==> config.mk <==
export PLATFORM = sky130hd
export DESIGN_NAME = branch_resolve_unit
export DESIGN_NICKNAME = d
export VERILOG_FILES = /design/src/rtl/branch_resolve_unit_pkg.sv /design/src/rtl/branch_cond_eval.sv /design/src/rtl/branch_resolve_unit.sv
export SDC_FILE = /design/constraint.sdc
export NUM_CORES = 1
export LEC_CHECK = 0
export ABC_AREA = 1
export ABC_CLOCK_PERIOD_IN_PS = 2100
export CORE_MARGIN = 5
export CORE_UTILIZATION = 46
export DETAILED_ROUTE_END_ITERATION = 16
export GPL_TIMING_DRIVEN = 0
export PLACE_DENSITY = 0.74
export SLEW_MARGIN = 20
export SYNTH_ARGS = -nofsm -noshare
export SYNTH_HDL_FRONTEND = slang
export SYNTH_SLANG_ARGS = --single-unit
==> constraint.sdc <==
create_clock -name clk -period 2.1 [get_ports clk]
set_clock_uncertainty 0.1 [all_clocks]
set_input_delay 0.42 -clock clk [delete_from_list [all_inputs] [get_ports clk]]
set_output_delay 0.42 -clock clk [all_outputs]
set_load 0.02 [all_outputs]
==> src/rtl/branch_resolve_unit_pkg.sv <==
// Shared types for the branch resolve unit: CON condition encodings, FSM states and a
// saturating counter helper used by the optional BRANCH_STATS_EN statistics.
package branch_resolve_unit_pkg;

  localparam logic [1:0] COND_ZR = 2'b00;
  localparam logic [1:0] COND_NZ = 2'b01;
  localparam logic [1:0] COND_PL = 2'b10;
  localparam logic [1:0] COND_MI = 2'b11;

  typedef enum logic [1:0] {
    IDLE,
    WAIT_RA,
    EVAL,
    UPDATE
  } state_e;

  function automatic logic [15:0] sat_inc16(input logic [15:0] val);
    return (val == 16'hFFFF) ? val : val + 16'd1;
  endfunction

endpackage

==> src/rtl/branch_cond_eval.sv <==
// Combinational CON evaluator: decides whether a branch is taken from Ra and the C2 field.
module branch_cond_eval
  import branch_resolve_unit_pkg::*;
#(
  parameter int unsigned BITS = 32
) (
  input  logic [BITS-1:0] ra_i,
  input  logic [1:0]      cond_i,
  output logic            taken_o
);

  // Zero counts as positive, so COND_PL only looks at the sign bit.
  always_comb begin
    taken_o = 1'b0;
    unique case (cond_i)
      COND_ZR: taken_o = (ra_i == '0);
      COND_NZ: taken_o = (ra_i != '0);
      COND_PL: taken_o = ~ra_i[BITS-1];
      COND_MI: taken_o = ra_i[BITS-1];
      default: taken_o = 1'b0;
    endcase
  end

endmodule

==> src/rtl/branch_resolve_unit.sv <==
// Conditional branch resolver: latches the request, waits for Ra on the bus, evaluates CON
// and issues a one-cycle PC load. Define BRANCH_STATS_EN to add taken/not-taken counters.
module branch_resolve_unit
  import branch_resolve_unit_pkg::*;
#(
  parameter int unsigned BITS     = 32,
  parameter int unsigned OFF_BITS = 19
) (
  input  logic                clk,
  input  logic                clr,
  input  logic                start,
  input  logic [1:0]          ir_c2,
  input  logic [OFF_BITS-1:0] offset,
  input  logic [BITS-1:0]     pc_in,
  input  logic                ra_valid,
  input  logic [BITS-1:0]     bus,
  output logic                busy,
  output logic                con_q,
  output logic [BITS-1:0]     pc_out,
  output logic                pc_load,
`ifdef BRANCH_STATS_EN
  output logic [15:0]         taken_cnt,
  output logic [15:0]         not_taken_cnt,
`endif
  output logic                done
);

  state_e          state_q, state_d;
  logic [1:0]      cond_q;
  logic [BITS-1:0] off_q;
  logic [BITS-1:0] pc_q;
  logic [BITS-1:0] ra_q;
  logic [BITS-1:0] target;
  logic            taken;

  branch_cond_eval #(
    .BITS (BITS)
  ) u_cond_eval (
    .ra_i    (ra_q),
    .cond_i  (cond_q),
    .taken_o (taken)
  );

  assign target = pc_q + off_q;

  always_ff @(posedge clk) begin
    if (!clr) begin
      state_q <= IDLE;
    end else begin
      state_q <= state_d;
    end
  end

  always_comb begin
    state_d = state_q;
    unique case (state_q)
      IDLE:    if (start) state_d = WAIT_RA;
      WAIT_RA: if (ra_valid) state_d = EVAL;
      EVAL:    state_d = UPDATE;
      UPDATE:  state_d = IDLE;
      default: state_d = IDLE;
    endcase
  end

  always_comb begin
    busy    = (state_q != IDLE);
    done    = (state_q == UPDATE);
    pc_load = (state_q == UPDATE) && con_q;
  end

  // pc_out is resolved on the EVAL edge so it is already valid while pc_load is high.
  always_ff @(posedge clk) begin
    if (!clr) begin
      cond_q <= '0;
      off_q  <= '0;
      pc_q   <= '0;
      ra_q   <= '0;
      con_q  <= 1'b0;
      pc_out <= '0;
    end else begin
      if (state_q == IDLE && start) begin
        cond_q <= ir_c2;
        off_q  <= {{(BITS - OFF_BITS){offset[OFF_BITS-1]}}, offset};
        pc_q   <= pc_in;
      end
      if (state_q == WAIT_RA && ra_valid) begin
        ra_q <= bus;
      end
      if (state_q == EVAL) begin
        con_q  <= taken;
        pc_out <= taken ? target : pc_q;
      end
    end
  end

`ifdef BRANCH_STATS_EN
  always_ff @(posedge clk) begin
    if (!clr) begin
      taken_cnt     <= '0;
      not_taken_cnt <= '0;
    end else if (state_q == UPDATE) begin
      if (con_q) begin
        taken_cnt <= sat_inc16(taken_cnt);
      end else begin
        not_taken_cnt <= sat_inc16(not_taken_cnt);
      end
    end
  end
`else
  // Without BRANCH_STATS_EN there are no statistics counters.
`endif

endmodule
==> summary.md, run 1 <==
| Metric | Value |
|---|---|
| Gr ovfl total | `0` |
| Post-detailed-route wirelength per cell | `15.0 um` |
| Rel. slew slack | `57.3%` |
| Hold Crit Class | `flip-flop to flip-flop` |
| Fin. Hold Viols | `0` |
| Syn nets | `1328` |
| Layout cell share with drive strength beyond 1 | `16.9%` |
| Synth Flop Type | `dfxtp_1` |
| Total wire length | `23.9 mm` |
| Hold path cells | `2` |
| Worst endpoint required time | `2.29 ns` |
| Highest-delay cell along the critical path | `fa_2` |
| Synth unique cells | `33` |
| Core Area | `0.0157 mm^2` |
| Layout Nets | `1489` |
| Critical path endpoint category | `flip-flop` |
| Slew @ Worst Pin | `0.641 ns` |
| Most instantiated cells after synthesis | `nand2_1 (334), nor2_1 (199), inv_1 (186)` |
| Number of setup violations in the final report | `3` |
| Critical Path AT | `2.32 ns` |
| Clock slew at reported path FFs | `0.06 ns` |
| Area delta synth->final | `41.7%` |
| Synthesized instance count | `1202` |
| Placer Congestion | `0.937` |
| Worst Hold Launch | `pc_out[10]` |
| Yosys top cell by area | `dfxtp_1` |
| Ant diodes | `0` |
| Worst-path fanout max | `3` |
| TritonCTS clock tree | `built` |
| Achievable frequency | `0.469 GHz` |
| Layout Utilization | `65.8%` |
| Vias in the first global route | `7581` |
| Final ANT Viol Nets | `0` |
| Most frequent cell after synthesis | `nand2_1` |
| Worst R2R Start | `off_q[0]` |
| Mapped Area | `0.00730 mm^2` |
| IO Port Bufs | `124` |
| RR Endpoint | `pc_out[18]` |
| Met1 Use GR | `32.1%` |
| Worst Reg-to-Reg Cells | `13` |
| Warnings, synthesis | `0` |
| GRT Overall Usage | `25.7%` |
| Max-slew violations | `0` |
| Worst-Skew Late Latency | `0.43 ns` |
| Max Buffers Root-to-Sink | `2` |
| Post-synth top area share | `32.9%` |
| Fin Setup TNS | `-0.0582 ns` |
| Die area | `0.0185 mm^2` |
| Clock sink total | `120` |
| DRT Pass-1 Iters | `5` |
| Final setup margin | `-0.0301 ns` |
| Failing checks | `negative setup slack` |
| Starting Density | `46.4%` |
| Ys async rst share | `0%` |
| Period utilization | `101%` |
| Crit Path Class | `flip-flop to flip-flop` |
| Io pins | `125` |
| DP HPWL | `17.9 mm` |
| Largest net degree at the start of global routing | `17` |
| Ranking of synthesized cells by area | `dfxtp_1 (33%), nand2_1 (17%), nor2_1 (10%), inv_1 (9.6%), ha_1 (6.2%)` |
| Die Ht | `136 um` |
| Row Count | `46` |
| Critical path startpoint category | `flip-flop` |
| Root buf cell | `clkbuf_16` |
| Peak VDD IR | `0.650 mV` |
| Slowest stage delay, CP | `0.36 ns` |
| DR vias/cell | `5.03` |
| Minimum clock period | `2.13 ns` |
| FF-to-FF setup slack | `-0.03 ns` |
| Met3 Track Usage GR | `5.18%` |
| Register area share after synthesis | `32.9%` |
| Die Width | `136 um` |
| First-pass GRT wire length | `37.1 mm` |
| Placed cell count | `1542` |
| P_leak | `4.80 nW` |
| Global route hottest layer | `met2` |
| Max-Cap Viols | `0` |
| DR vias | `8000` |
| Yosys reg bits | `120` |
| EDFF count, synth | `0` |
| Synth Area per Inst | `6.07 um^2` |
| CTS buffer count | `17` |
| Initial DRC count | `506` |
| Crit-path cells | `ha_4 > fa_2 > buf_6 > nand3_2 > nand3b_1 > nand2_1 > nand2_1 > nand2_1 > nand2_2 > nor2_2 > nor2_1 > nor2_1 > nor2_1` |
| Drt drc | `0` |
| Initial antenna violation count | `0` |
| Fin cells | `1592` |
| Pwr per Cell Area | `1280 mW/mm^2` |
| H-tree levels | `4` |
| Unrepaired setup endpoints after global routing | `yes` |
| Status | `finished, violations left` |
| Met2 global-route usage | `43.1%` |
| Hold worst-path end | `pc_out[10]` |
worst max-delay path by stage:
stage / from / end / slack [ns] / cells after the start
detailed placement: off_q[18] / pc_out[20] / -0.49 / 12
CTS: off_q[18] / pc_out[22] / -0.07 / 12
global route: off_q[0] / pc_out[18] / -0.14 / 13
floorplan: off_q[18] / pc_out[27] / 0.08 / 13
finish: off_q[0] / pc_out[18] / -0.03 / 13
global placement: off_q[18] / pc_out[20] / -0.49 / 12
power by group:
part | switching (mW) | total (mW) | leakage [nW] | internal (mW)
clock | 1.12 | 2.94 | 0.295 | 1.82
combinational | 4.20 | 6.84 | 3.52 | 2.64
sequential | 0.493 | 3.42 | 0.989 | 2.93
total | 5.82 | 13.2 | 4.80 | 7.39
per-layer routing:
| layer | wire length [um] | vias to the layer above |
|---|---|---|
| met5 | 0 | - |
| met4 | 777 | 0 |
| met3 | 1350 | 47 |
| met2 | 11300 | 280 |
| met1 | 10400 | 3604 |
| li1 | - | 4069 |
cell families (layout without fill, tap and decap cells):
group,Yosys count,after routing,synth area share [%]
simple gates,630,630,34.7
xor+xnor,11,11,1.32
compound gates,177,177,12.5
buf+inv,227,401,12.1
flops,120,120,32.9
fa+ha+maj,37,37,6.45
placed cells by master, fill, tap and decap left out, types with 21 or more instances in the layout:
cell	synthesis	final
dfxtp_1	120	107
inv_1	186	178
clkdlybuf4s50_1	0	121
o21ai_0	87	87
nand3_1	65	54
clkbuf_1	32	23
nand2_2	2	39
nand2_1	334	283
nor2_1	199	170
a21oi_1	83	75
ha_4	0	21
worst max-delay path: cells and delay by family, from the launching register on:
| kind | cells | cell delay, ns |
|---|---|---|
| flops | 1 | 0.34 |
| simple gates | 10 | 0.89 |
| buf+inv | 1 | 0.14 |
| fa+ha+maj | 2 | 0.52 |
area by class of cell:
cell class / instances / area, um^2
multi-input combinational: 855 / 4760
tap: 216 / 270
clock inverter: 13 / 146
timing repair buffer: 142 / 1390
fill: 1416 / 5370
sequential: 120 / 2420
inverter: 187 / 703
clock buffer: 19 / 453
buffer: 40 / 194
metrics by stage:
step	instance area (um^2)	hold WS (ns)	worst slack [ns]	power, mW
floorplan	7300	0.344	0.0751	7.12
finish	10300	0.361	-0.0301	13.2
detailed placement	8810	0.354	-0.492	8.99
global placement	8810	0.353	-0.494	8.92
global route	10300	0.379	-0.136	14.1
CTS	9840	0.363	-0.0702	12.4
what timing repair did:
item,4_1_cts,5_1_grt
pin swaps,15,45
hold buffers,0,0
gates resized for setup,87,138
endpoints found under the setup margin,58,65
setup buffers,11,7
sequential cells by signal (all words and copies together), names as in the netlist:
name,cells
con_q,1
cond_q,2
off_q,19
pc_out,32
pc_q,32
ra_q,32
state_q,2
Note: power is estimated with default switching activity, not from simulation.
==> inputs of run 2 (changes only) <==
--- a/config.mk
+++ b/config.mk
@@ -12,6 +12,7 @@
 export DETAILED_ROUTE_END_ITERATION = 16
 export GPL_TIMING_DRIVEN = 0
 export PLACE_DENSITY = 0.74
+export SETUP_SLACK_MARGIN = 0.15
 export SLEW_MARGIN = 20
 export SYNTH_ARGS = -nofsm -noshare
 export SYNTH_HDL_FRONTEND = slang
==> run 2 against run 1 <==
Against the previous run: the run still ends with negative setup slack left; sequential share of layout area decreased by 1.3 points; cell count is 1.1% higher; combinational power grew 14%; sequential power is 3% higher; global-route usage up 0.99 points; critical path depth fell by 1; routed wire length up 7.1%; non-clock buffer count rose by 17; hold slack got worse by 0.0020 ns; critical endpoint is now pc_out[29].
==> summary.md, run 2 (synthesized netlist as in run 1, its figures left out) <==
| Metric | Value |
|---|---|
| Status | `finished, violations left (unchanged)` |
| Failing checks | `negative setup slack (unchanged)` |
| Core Area | `0.0157 mm^2 (unchanged)` |
| DP HPWL | `18.1 mm (was 17.9 mm)` |
| Clock sink total | `120 (unchanged)` |
| Worst-Skew Late Latency | `0.43 ns (about the same)` |
| Worst endpoint required time | `2.35 ns (was 2.29 ns)` |
| Critical Path AT | `2.47 ns (was 2.32 ns)` |
| Post-cts hold buffer count | `0 (unchanged)` |
| Fin Setup TNS | `-0.142 ns (was -0.0582 ns)` |
| Root buf cell | `clkbuf_16 (unchanged)` |
| CP Buf/Inv Count | `2 (was 1)` |
| Area delta synth->final | `51.2% (was 41.7%)` |
| Commonest non-fill, non-tap cell in the layout | `nand2_1 (unchanged)` |
| Starting Density | `46.4% (unchanged)` |
| DR vias | `8234 (was 8000)` |
| IO Port Bufs | `124 (unchanged)` |
| Reg area | `0.00244 mm^2 (was 0.00242 mm^2)` |
| Io pins | `125 (unchanged)` |
| Dpl cell area | `0.00881 mm^2 (about the same)` |
| Worst path top cell family by delay | `simple AND/OR/NAND/NOR gates (unchanged)` |
| Post-detailed-route wirelength per cell | `15.9 um (was 15.0 um)` |
| Layout cell share with drive strength beyond 1 | `24.7% (was 16.9%)` |
| Highest-delay cell along the critical path | `dfxtp_4 (was fa_2)` |
| Top Registers | `pc_out: 32 flops, pc_q: 32 flops, ra_q: 32 flops (unchanged)` |
| Slowest stage delay, CP | `0.42 ns (was 0.36 ns)` |
| Pwr per Cell Area | `1300 mW/mm^2 (was 1280 mW/mm^2)` |
| Critical path endpoint category | `flip-flop (unchanged)` |
| Layout Utilization | `70.2% (was 65.8%)` |
| DRT Pass-1 Iters | `6 (was 5)` |
| Slew @ Worst Pin | `0.651 ns (was 0.641 ns)` |
| Clock slew at reported path FFs | `0.06 ns (about the same)` |
| H-tree levels | `4 (unchanged)` |
| Fill count | `1342 (was 1416)` |
| Gr ovfl total | `0 (unchanged)` |
| Final setup margin | `-0.111 ns (was -0.0301 ns)` |
| Layout Nets | `1506 (was 1489)` |
| Worst Reg-to-Reg Cells | `12 (was 13)` |
| Die Ht | `136 um (unchanged)` |
| Total wire length | `25.6 mm (was 23.9 mm)` |
| CP dominant cell by count | `nand2_1` |
| Rel. slew slack | `56.6% (was 57.3%)` |
| Fin. Hold Viols | `0 (unchanged)` |
| Max-slew violations | `0 (unchanged)` |
| Post-place setup slack | `-0.353 ns (was -0.492 ns)` |
| Achievable frequency | `0.452 GHz (was 0.469 GHz)` |
| Period utilization | `105% (was 101%)` |
| Crit-path cells | `buf_12 > ha_4 > nand2_4 > inv_2 > nand2_2 > nor4_1 > nand2_1 > nand2_1 > nand2_1 > nand3_2 > nand2_1 > a21oi_1 (was ha_4 > fa_2 > buf_6 > nand3_2 > nand3b_1 > nand2_1 > nand2_1 > nand2_1 > nand2_2 > nor2_2 > nor2_1 > nor2_1 > nor2_1)` |
| Row Count | `46 (unchanged)` |
| Number of setup violations in the final report | `5 (was 3)` |
| Placed cell count | `1542 (unchanged)` |
| Max Buffers Root-to-Sink | `2 (unchanged)` |
| Critical path startpoint category | `flip-flop (unchanged)` |
| Hold WS | `0.359 ns (was 0.361 ns)` |
| Largest net degree at the start of global routing | `17 (unchanged)` |
| Vias in the first global route | `7832 (was 7581)` |
| Worst-path fanout max | `8 (was 3)` |
| First-pass GRT wire length | `38.6 mm (was 37.1 mm)` |
| Max-Cap Viols | `0 (unchanged)` |
| Fin cells | `1609 (was 1592)` |
| Initial DRC count | `502 (was 506)` |
| Hold path cells | `2 (unchanged)` |
| P_leak | `5.16 nW (was 4.80 nW)` |
| Hold Crit Class | `flip-flop to flip-flop (unchanged)` |
| CP Depth | `12 (was 13)` |
| Finished Cell Area | `0.0110 mm^2 (was 0.0103 mm^2)` |
| DR vias/cell | `5.12 (was 5.03)` |
| Final Power | `14.4 mW (was 13.2 mW)` |
| Initial antenna violation count | `0 (unchanged)` |
| CTS buffer count | `17 (unchanged)` |
| Ant diodes | `0 (unchanged)` |
| Commonest non-fill, non-tap cells in the layout | `nand2_1 (236), inv_1 (170), nor2_1 (166), clkdlybuf4s50_1 (114), dfxtp_1 (95) (was nand2_1 (283), inv_1 (178), nor2_1 (170), clkdlybuf4s50_1 (121), dfxtp_1 (107))` |
| Crit Path Class | `flip-flop to flip-flop (unchanged)` |
| Placer Congestion | `0.938 (was 0.937)` |
| GRT Overall Usage | `26.7% (was 25.7%)` |
| Unrepaired setup endpoints after global routing | `yes (unchanged)` |
| Drt drc | `0 (unchanged)` |
| Area occupied by multi-input gates | `0.00523 mm^2 (was 0.00476 mm^2)` |
| Final ANT Viol Nets | `0 (unchanged)` |
| Peak VDD IR | `0.648 mV (was 0.650 mV)` |
| Die Width | `136 um (unchanged)` |
| TritonCTS clock tree | `built (unchanged)` |
| Minimum clock period | `2.21 ns (was 2.13 ns)` |
| Die area | `0.0185 mm^2 (unchanged)` |
-- run 2: what timing repair did --
item | CTS | global route
pin swaps | 44 | 96
resized for setup | 180 | 182
setup buffers | 19 | 16
endpoints found under the setup margin | 85 | 84
-- run 2: routing by layer --
layer	vias to the layer above	share of wire (%)	track usage [%]	wire (um)
li1	4100	-	-	-
met1	3804	41	32.1	10400
met2	270	49	46.8	12600
met3	60	6.2	5.22	1590
met4	0	3.5	10.5	905
met5	-	0	0	0
-- run 2: layout make-up --
class | count | share of cell area (%)
Buffer | 40 | 1.97
Clock inverter | 11 | 1.55
Timing Repair Buffer | 159 | 14.1
Tap cell | 216 | 2.45
Multi-Input combinational cell | 855 | 47.4
Sequential cell | 120 | 22.1
Inverter | 187 | 6.39
Clock buffer | 21 | 4.08
-- run 2: power by group --
group / switching [mW] / internal (mW)
registers: 0.557 / 2.95
clock network: 1.07 / 2.02
logic: 4.61 / 3.16
total: 6.23 / 8.13
-- run 2: worst paths after layout --
kind / from / endpoint / slack (ns)
setup / recovery: off_q[18] / pc_out[29] / -0.11
hold / removal: pc_out[14] / pc_out[14] / 0.36
setup reg to reg: off_q[18] / pc_out[29] / -0.11
hold reg to reg: pc_out[14] / pc_out[14] / 0.36
-- run 2: tightest hold or removal path: cells and delay by family (launching register included) --
| family | cells | cell delay [ns] |
|---|---|---|
| flip-flops | 1 | 0.30 |
| AND/OR/NAND/NOR | 1 | 0.06 |
| AO/OA/AOI/OAI | 1 | 0.05 |
==> inputs of run 3 (changes only) <==
--- a/config.mk
+++ b/config.mk
@@ -6,7 +6,7 @@
 export NUM_CORES = 1
 export LEC_CHECK = 0
 export ABC_AREA = 1
-export ABC_CLOCK_PERIOD_IN_PS = 2100
+export ABC_CLOCK_PERIOD_IN_PS = 2000
 export CORE_MARGIN = 5
 export CORE_UTILIZATION = 46
 export DETAILED_ROUTE_END_ITERATION = 16
==> constraint.sdc (replaced) <==
create_clock -name clk -period 2 [get_ports clk]
set_clock_uncertainty 0.1 [all_clocks]
set_input_delay 0.4 -clock clk [delete_from_list [all_inputs] [get_ports clk]]
set_output_delay 0.4 -clock clk [all_outputs]
set_load 0.02 [all_outputs]
==> run 3 against run 2 <==
Against the previous run: worst setup slack worse by 0.13 ns; cell count is 0.81% higher; register-to-register slack worse by 0.13 ns; the run still ends with negative setup slack left; flip-flop and latch count stayed put; largest cell class unchanged; die area stayed put; non-clock buffer count grew 13; combinational power is 12% higher; critical endpoint is now pc_out[10].
==> summary.md, run 3 (synthesized netlist as in run 1, its figures left out) <==
| Metric | Value |
|---|---|
| Status | `finished, violations left (unchanged)` |
| Failing checks | `negative setup slack (unchanged)` |
| Peak VDD IR | `0.931 mV (was 0.648 mV)` |
| Unrepaired setup endpoints after global routing | `yes (unchanged)` |
| Worst path top cell family by delay | `simple AND/OR/NAND/NOR gates (unchanged)` |
| Layout cell share with drive strength beyond 1 | `29.1% (was 24.7%)` |
| Pwr per Cell Area | `1370 mW/mm^2 (was 1300 mW/mm^2)` |
| Met1 Use GR | `32.3% (was 32.1%)` |
| Hold Crit Class | `flip-flop to flip-flop (unchanged)` |
| Reg area | `0.00245 mm^2 (was 0.00244 mm^2)` |
| Worst R2R Start | `pc_q[5] (was off_q[18])` |
| Final ANT Viol Nets | `0 (unchanged)` |
| Layout Utilization | `72.2% (was 70.2%)` |
| Die Ht | `136 um (unchanged)` |
| Largest net degree at the start of global routing | `17 (unchanged)` |
| Ant diodes | `0 (unchanged)` |
| Die Width | `136 um (unchanged)` |
| Critical Path Start | `pc_q[5] (was off_q[18])` |
| Post-detailed-route wirelength per cell | `16.5 um (was 15.9 um)` |
| Io pins | `125 (unchanged)` |
| Fin Setup TNS | `-1.89 ns (was -0.142 ns)` |
| Clock slew at reported path FFs | `0.06 ns (about the same)` |
| Root buf cell | `clkbuf_16 (unchanged)` |
| Critical path endpoint category | `flip-flop (unchanged)` |
| Met2 global-route usage | `43.7% (was 46.8%)` |
| Highest-delay cell along the critical path | `dfxtp_2 (was dfxtp_4)` |
| Total wire length | `26.7 mm (was 25.6 mm)` |
| H-tree levels | `4 (unchanged)` |
| Top Registers | `pc_out: 32 flops, pc_q: 32 flops, ra_q: 32 flops (unchanged)` |
| DP HPWL | `17.8 mm (was 18.1 mm)` |
| Clock sink total | `120 (unchanged)` |
| Slowest stage delay, CP | `0.34 ns (was 0.42 ns)` |
| Placed cell count | `1542 (unchanged)` |
| Crit-path cells | `ha_4 > nand2_1 > nand2_1 > inv_1 > nand2_1 > nand2_1 > nand3b_1 > buf_4 > buf_6 > xor2_1 > inv_1 > nand2_1 > nand3_2 > a21oi_2 (was buf_12 > ha_4 > nand2_4 > inv_2 > nand2_2 > nor4_1 > nand2_1 > nand2_1 > nand2_1 > nand3_2 > nand2_1 > a21oi_1)` |
| Final setup margin | `-0.246 ns (was -0.111 ns)` |
| Worst endpoint required time | `2.26 ns (was 2.35 ns)` |
| Period utilization | `112% (was 105%)` |
| Fin. Hold Viols | `0 (unchanged)` |
| DR vias/cell | `5.20 (was 5.12)` |
| First-pass GRT wire length | `37.8 mm (was 38.6 mm)` |
| Commonest non-fill, non-tap cells in the layout | `nand2_1 (226), inv_1 (170), nor2_1 (153), clkdlybuf4s50_1 (88), o21ai_0 (87) (was nand2_1 (236), inv_1 (170), nor2_1 (166), clkdlybuf4s50_1 (114), dfxtp_1 (95))` |
| Max-Cap Viols | `0 (unchanged)` |
| Layout Nets | `1519 (was 1506)` |
| Fin cells | `1622 (was 1609)` |
| P_leak | `5.45 nW (was 5.16 nW)` |
| Core Area | `0.0157 mm^2 (unchanged)` |
| CP Buf/Inv Count | `4 (was 2)` |
| Critical path startpoint category | `flip-flop (unchanged)` |
| Worst-path fanout max | `4 (was 8)` |
| Global route hottest layer | `met2 (unchanged)` |
| Area delta synth->final | `55.4% (was 51.2%)` |
| Max Buffers Root-to-Sink | `2 (unchanged)` |
| Rel. slew slack | `50.3% (was 56.6%)` |
| Worst Hold Launch | `pc_out[14] (unchanged)` |
| Vias in the first global route | `7747 (was 7832)` |
| IO Port Bufs | `124 (unchanged)` |
| Post-cts hold buffer count | `0 (unchanged)` |
| Placer Congestion | `0.938 (unchanged)` |
| Number of setup violations in the final report | `20 (was 5)` |
| Met3 Track Usage GR | `6.33% (was 5.22%)` |
| Worst-Skew Late Latency | `0.43 ns (about the same)` |
| Gr ovfl total | `0 (unchanged)` |
| Area occupied by multi-input gates | `0.00538 mm^2 (was 0.00523 mm^2)` |
| CP dominant cell by count | `nand2_1 (unchanged)` |
| CTS buffer count | `17 (unchanged)` |
| Crit Path Class | `flip-flop to flip-flop (unchanged)` |
| Max-slew violations | `0 (unchanged)` |
| Slew @ Worst Pin | `0.746 ns (was 0.651 ns)` |
| Commonest non-fill, non-tap cell in the layout | `nand2_1 (unchanged)` |
| Minimum clock period | `2.25 ns (was 2.21 ns)` |
| Fill count | `1238 (was 1342)` |
| Die area | `0.0185 mm^2 (unchanged)` |
| GRT Overall Usage | `26.2% (was 26.7%)` |
| Drt drc | `0 (unchanged)` |
| Critical Path AT | `2.50 ns (was 2.47 ns)` |
| Achievable frequency | `0.445 GHz (was 0.452 GHz)` |
| TritonCTS clock tree | `built (unchanged)` |
| Initial DRC count | `665 (was 502)` |
| Row Count | `46 (unchanged)` |
| DRT Pass-1 Iters | `5 (was 6)` |
| Starting Density | `46.4% (unchanged)` |
| Initial antenna violation count | `0 (unchanged)` |
| DR vias | `8442 (was 8234)` |
-- run 3: changes by cell type in the layout (fill, tap and decap cells not counted), sizes merged --
cell / change
buf: +13
dlymetal6s2s: -4
dlygate4sd2: +30
bufinv: -1
clkdlybuf4s50: -26
clkbuf: +1
-- run 3: timing repair --
action                                  CTS  global route
endpoints found under the setup margin  129            98
pin swaps                                73           133
gates resized for setup                 237           235
cloned                                    0             1
setup buffers                            28            19
-- run 3: area by class of cell --
cell class                 count  share of cell area, %
multi-input combinational    855                   47.4
sequential                   120                   21.6
timing repair buffer         172                   15.0
inverter                     187                   6.22
clock buffer                  22                   4.01
tap                          216                   2.38
buffer                        40                   2.07
clock inverter                10                   1.28
-- run 3: layer usage --
metal,wire length [um],vias up
li1,-,4121
met1,10600,3887
met2,13000,338
met3,1880,96
met4,1250,0
met5,0,-
-- run 3: final timing paths --
| kind | end | slack (ns) | cells after the start |
|---|---|---|---|
| setup / recovery | pc_out[10] | -0.25 | 14 |
| hold / removal | pc_out[14] | 0.36 | 2 |
| setup reg to reg | pc_out[10] | -0.25 | 14 |
| hold reg to reg | pc_out[14] | 0.36 | 2 |
-- run 3: metrics by stage --
| stage | power [mW] | hold slack, ns | cell area [um^2] | worst slack [ns] |
|---|---|---|---|---|
| 4_1_cts | 13.8 | 0.362 | 10400 | -0.0811 |
| 6_report | 15.5 | 0.356 | 11300 | -0.246 |
| 5_1_grt | 16.4 | 0.381 | 11300 | -0.303 |
| 3_3_place_gp | 9.39 | 0.354 | 8830 | -0.357 |
| 3_5_place_dp | 9.45 | 0.355 | 8830 | -0.432 |
| 2_1_floorplan | 7.50 | 0.344 | 7320 | 0.135 |
-- run 3: worst register-to-register path: cells and delay by family, from the launching register on --
kind	cells	cell delay (ns)
buffers and inverters	4	0.53
AOI/OAI and AO/OA	1	0.12
xor gates and xnor gates	1	0.12
adders and majority gates	1	0.27
DFF	1	0.34
and+or+nand+nor	7	0.70
-- run 3: power breakdown --
| part | switching [mW] | total [mW] | internal [mW] |
|---|---|---|---|
| Sequential | 0.568 | 3.68 | 3.11 |
| Clock | 1.15 | 3.15 | 2.00 |
| Combinational | 5.16 | 8.72 | 3.56 |
==> patch 1 (flow settings as in run 3) <==
The option `BRANCH_STATS_EN` is turned on by a define.
--- a/src/rtl/branch_resolve_unit.sv
+++ b/src/rtl/branch_resolve_unit.sv
@@ -1,5 +1,7 @@
 // Conditional branch resolver: latches the request, waits for Ra on the bus, evaluates CON
 // and issues a one-cycle PC load. Define BRANCH_STATS_EN to add taken/not-taken counters.
+`define BRANCH_STATS_EN
+
 module branch_resolve_unit
   import branch_resolve_unit_pkg::*;
 #(
Check against the original RTL (old outputs only; new: not_taken_cnt and taken_cnt): equivalent (equiv_simple and equiv_induct, registers matched by name and starting in step).
==> patch 1 against run 3 <==
The run still ends with negative setup slack left. Sequential cell count is 32 higher. Setup slack better by 36 ps. Critical path depth is 1 lower. Area after synthesis up 22%. Power up 3.0%. Cell area grew 15%. Routed wire length up 16%. Cell count grew 17%. Highest routed layer unchanged.
==> patch 1: results (changes against run 3) <==
Power and ir drop
  • LEAKAGE: 5.89 nW (+8.2%)
  • Psw: 6.90 mW (+0.25%)

GRT
  • Tot GR Track Use: 26.8% (+0.62 points)
  • Number of global-route vias before repair: 9378 (+21%)

Synth
  • Synth area leaders: dfxtp_1 (34%), nand2_1 (16%), inv_1 (8.7%), nor2_1 (7.3%), a21oi_1 (6.3%)
  • Synth Area per Inst: 6.34 um^2 (+4.4%)

Drt
  • Via count: 9810 (+16%)
  • Wire length on met2: 14.7 mm (+14%)

Hold path
  • Hold EP: ra_q[30]
  • Hold path start: ra_q[30]

Status
  • Violations in the final reports: negative setup slack
  • Status: complete, but fails checks

Die
  • # Taps: 265 (+23%)

Timing
  • Worst Hold Slack: 344 ps (-12.0 ps)
  • Final setup vio count: 20 (unchanged)
  • Worst setup margin: -210 ps (+36.3 ps)
  • Slew at the pin closest to its max-slew limit: 724 ps (-21.5 ps)

Layout
  • Seq Cell Count: 152 (+27%)
  • FF+latch area: 3100 um^2 (+27%)
  • Clock buffers: 20 (-9.1%)
  • Signal buf overhead: 16.5% (-0.57 points)

Critical path
  • R2r endpoint: pc_out[12]
  • Depth of the most critical reg-to-reg path: 13 (-1)
  • Setup crit start: pc_q[0]

Placed design
  • Post-DP HPWL: 22.2 mm (+25%)
## patch 1: changes by cell type after synthesis, sizes merged, moves of 8 or more
cell,delta
nand3,+20
xnor2,+8
o21ai,+13
nor3,+10
dfxtp,+32
inv,+23
a21oi,+39
nor2,-27
nand2,+59
## patch 1: timing repair
action / in CTS / in global routing
gates resized for setup: 322 / 130
setup buffers: 28 / 7
pin swaps: 65 / 58
gates cloned: 2 / 0
setup endpoints to repair: 172 / 111
## patch 1: kinds of logic (layout without fill, tap and decap cells)
logic type,Yosys count,count (layout),synth area share [%]
simple gates,704,704,33.2
buf+inv,257,482,11.1
compound gates,232,232,13.7
flops,152,152,34.1
fa+ha+maj,39,39,5.55
xor+xnor,24,24,2.36
## patch 1: power groups by stage
stage	clock [mW]	combinational, mW	sequential (mW)
final	3.21	8.46	4.35
after global routing	3.40	9.13	4.41
after CTS	3.25	7.77	4.31
after detailed placement	0	6.02	4.22
after global placement	0	5.96	4.20
after floorplan	0	3.91	4.31
==> patch 2 (flow settings as in run 3) <==
Without the edit above. Put one more register stage on the output `pc_out`, without a reset. The value now appears one clock later. The other outputs are not delayed to match.
--- a/src/rtl/branch_resolve_unit.sv
+++ b/src/rtl/branch_resolve_unit.sv
@@ -24,6 +24,8 @@
 `endif
   output logic                done
 );
+
+  logic [BITS-1:0] pc_s0;
 
   state_e          state_q, state_d;
   logic [1:0]      cond_q;
@@ -76,7 +78,7 @@
       pc_q   <= '0;
       ra_q   <= '0;
       con_q  <= 1'b0;
-      pc_out <= '0;
+      pc_s0 <= '0;
     end else begin
       if (state_q == IDLE && start) begin
         cond_q <= ir_c2;
@@ -88,7 +90,7 @@
       end
       if (state_q == EVAL) begin
         con_q  <= taken;
-        pc_out <= taken ? target : pc_q;
+        pc_s0 <= taken ? target : pc_q;
       end
     end
   end
@@ -110,4 +112,8 @@
   // Without BRANCH_STATS_EN there are no statistics counters.
 `endif
 
+  always_ff @(posedge clk) begin
+    pc_out <= pc_s0;
+  end
+
 endmodule
Behaviour: not the same (a bounded check fails within 4 cycles, from zero or initial values).
==> patch 2 against run 3 <==
The flow still finishes with violations (negative setup slack). Worst hold slack worse by 110 ps. Core utilization is 4.0 points lower. Die area is 8.2% higher. Area after synthesis is 8.8% higher. Setup slack better by 110 ps. Critical path depth stayed put. Routed wire length is 5.9% lower. Sequential cell count is 32 higher. Cell area is 2.8% higher. Non-clock buffer count is 10 lower. Power is 1.7% higher. Combinational power is 8.0% lower. Critical endpoint is now pc_s0[28].
==> patch 2: results (changes against run 3) <==
Synth
  • Post-synthesis sequential area ratio: 38.3% (+5.4 points)
  • YS warnings: 0 (unchanged)
  • Adder-cell area share of the yosys netlist: 5.92% (-0.52 points)
  • Unique cell type count in the Yosys netlist: 35 (+6.1%)
  • Syn Nets: 1324 (-0.30%)
  • Post-synthesis compound-gate area fraction: 12.9% (+0.39 points)
  • Top cells by count, synth: nand2_1 (322), inv_1 (173), nor2_1 (160)
  • Post-Synth XOR/XNOR Area: 1.32% (+0.0032 points)
  • Synth area leaders: dfxtp_1 (38%), nand2_1 (15%), inv_1 (8.2%), nor2_1 (7.6%), ha_1 (5.7%)
  • Synth Area per Inst: 6.63 um^2 (+9.2%)
  • Register bit total from synthesis: 152 (+27%)

Layout
  • Layout fillers: 1444 (+17%)
  • Multi-input combinational area share: 44.6% (-2.9 points)
  • Nonclk inv count: 174 (-7.0%)
  • FF+latch area: 3090 um^2 (+26%)
  • Number of multi-input logic gates: 830 (-2.9%)
  • Share of cells above drive strength 1: 26.5% (-2.5 points)
  • Buffers outside the clock class: 202 (-4.7%)
  • Clock buffers: 21 (-4.5%)
  • Final non-filler cell area: 11700 um^2 (+2.8%)
  • Clock buf/inv share: 5.15% (-0.13 points)
  • Signal buf overhead: 15.7% (-1.3 points)

GRT
  • Number of global-route vias before repair: 8073 (+4.2%)
  • First-pass GRT wire length: 39.2 mm (+3.5%)
  • Tot GR Track Use: 24.5% (-1.7 points)

Drt
  • Final WL: 25.1 mm (-5.9%)
  • Initial DRC Count: 521 (-22%)
  • Via count: 8199 (-2.9%)
  • Via density: 5.08 (-2.5%)

Placed design
  • Placed Cells: 1547 (+0.32%)
  • Placed instance area: 9470 um^2 (+7.2%)
  • # port buffers: 124 (unchanged)
  • Post-DP HPWL: 18.1 mm (+1.7%)
  • GPL Wtd Cong: 0.964 (+2.7%)
  • Pre-CTS WS: -424 ps (+8.42 ps)

Die
  • Chip Width: 141 um (+4.0%)
  • Core area: 17100 um^2 (+8.9%)
  • Initial Util: 46.4% (about the same)

Clock tree
  • Postcts setup bufs: 29 (+3.6%)
  • PostCTS Resize Cnt: 239 (+0.84%)
  • Worst skew pair latency: 430 ps (about the same)
  • H-tree depth: 4 (unchanged)

Status
  • Violations in the final reports: negative setup slack
  • Status: complete, but fails checks

Critical path
  • Setup crit start: off_q[0]
  • Depth of the most critical reg-to-reg path: 14 (unchanged)
  • Arr. time, crit path: 2330 ps (-170 ps)
  • Setup crit end: pc_s0[28]

Hold path
  • Hold EP: pc_out[13]
  • Hold path start: pc_s0[13]
  • Hold depth: 0 (-2)

Power and ir drop
  • VDD IR max: 0.677 mV (-27%)
  • LEAKAGE: 5.62 nW (+3.3%)

Timing
  • TNS Setup: -781 ps (+1110 ps)
  • Worst Hold Slack: 248 ps (-108 ps)
  • Worst setup margin: -134 ps (+112 ps)
  • Rel. slew slack: 62.9% (+13 points)
  • Final setup vio count: 14 (-30%)
-- patch 2: cell types whose count changed in the layout (fill, tap and decap cells not counted), sizes merged, moves of 11 or more --
cell          change
a21oi            +11
buf              -12
inv              -11
dlymetal6s2s     +23
dfxtp            +32
dlygate4sd2      -25
nor2             -39
-- patch 2: critical path, stage by stage (launching register included) --
cell and delay [ps]:
dfxtp_4 360, ha_4 160, fa_2 370, nand2_2 100
nand3_2 80, nand3_2 110, nand2_4 90, nand2_4 80
nand2_4 70, nand2_2 90, nand2_1 60, nand2_1 50
nand3_1 100, nand2_2 110, a21oi_1 60
-- patch 2: report_power, final --
| group | internal, mW | switching, mW |
|---|---|---|
| Sequential | 3.90 | 0.608 |
| Combinational | 3.30 | 4.72 |
| Clock | 1.93 | 1.35 |
| Total | 9.13 | 6.68 |
-- patch 2: layer usage --
metal  global-route usage [%]  share of wire, %  up-vias
li1                         -                 -     4111
met2                     41.6                48      288
met3                     5.80               6.4       66
met1                     29.7                42     3734
met5                        0                 0        -
met4                     10.4               3.9        0
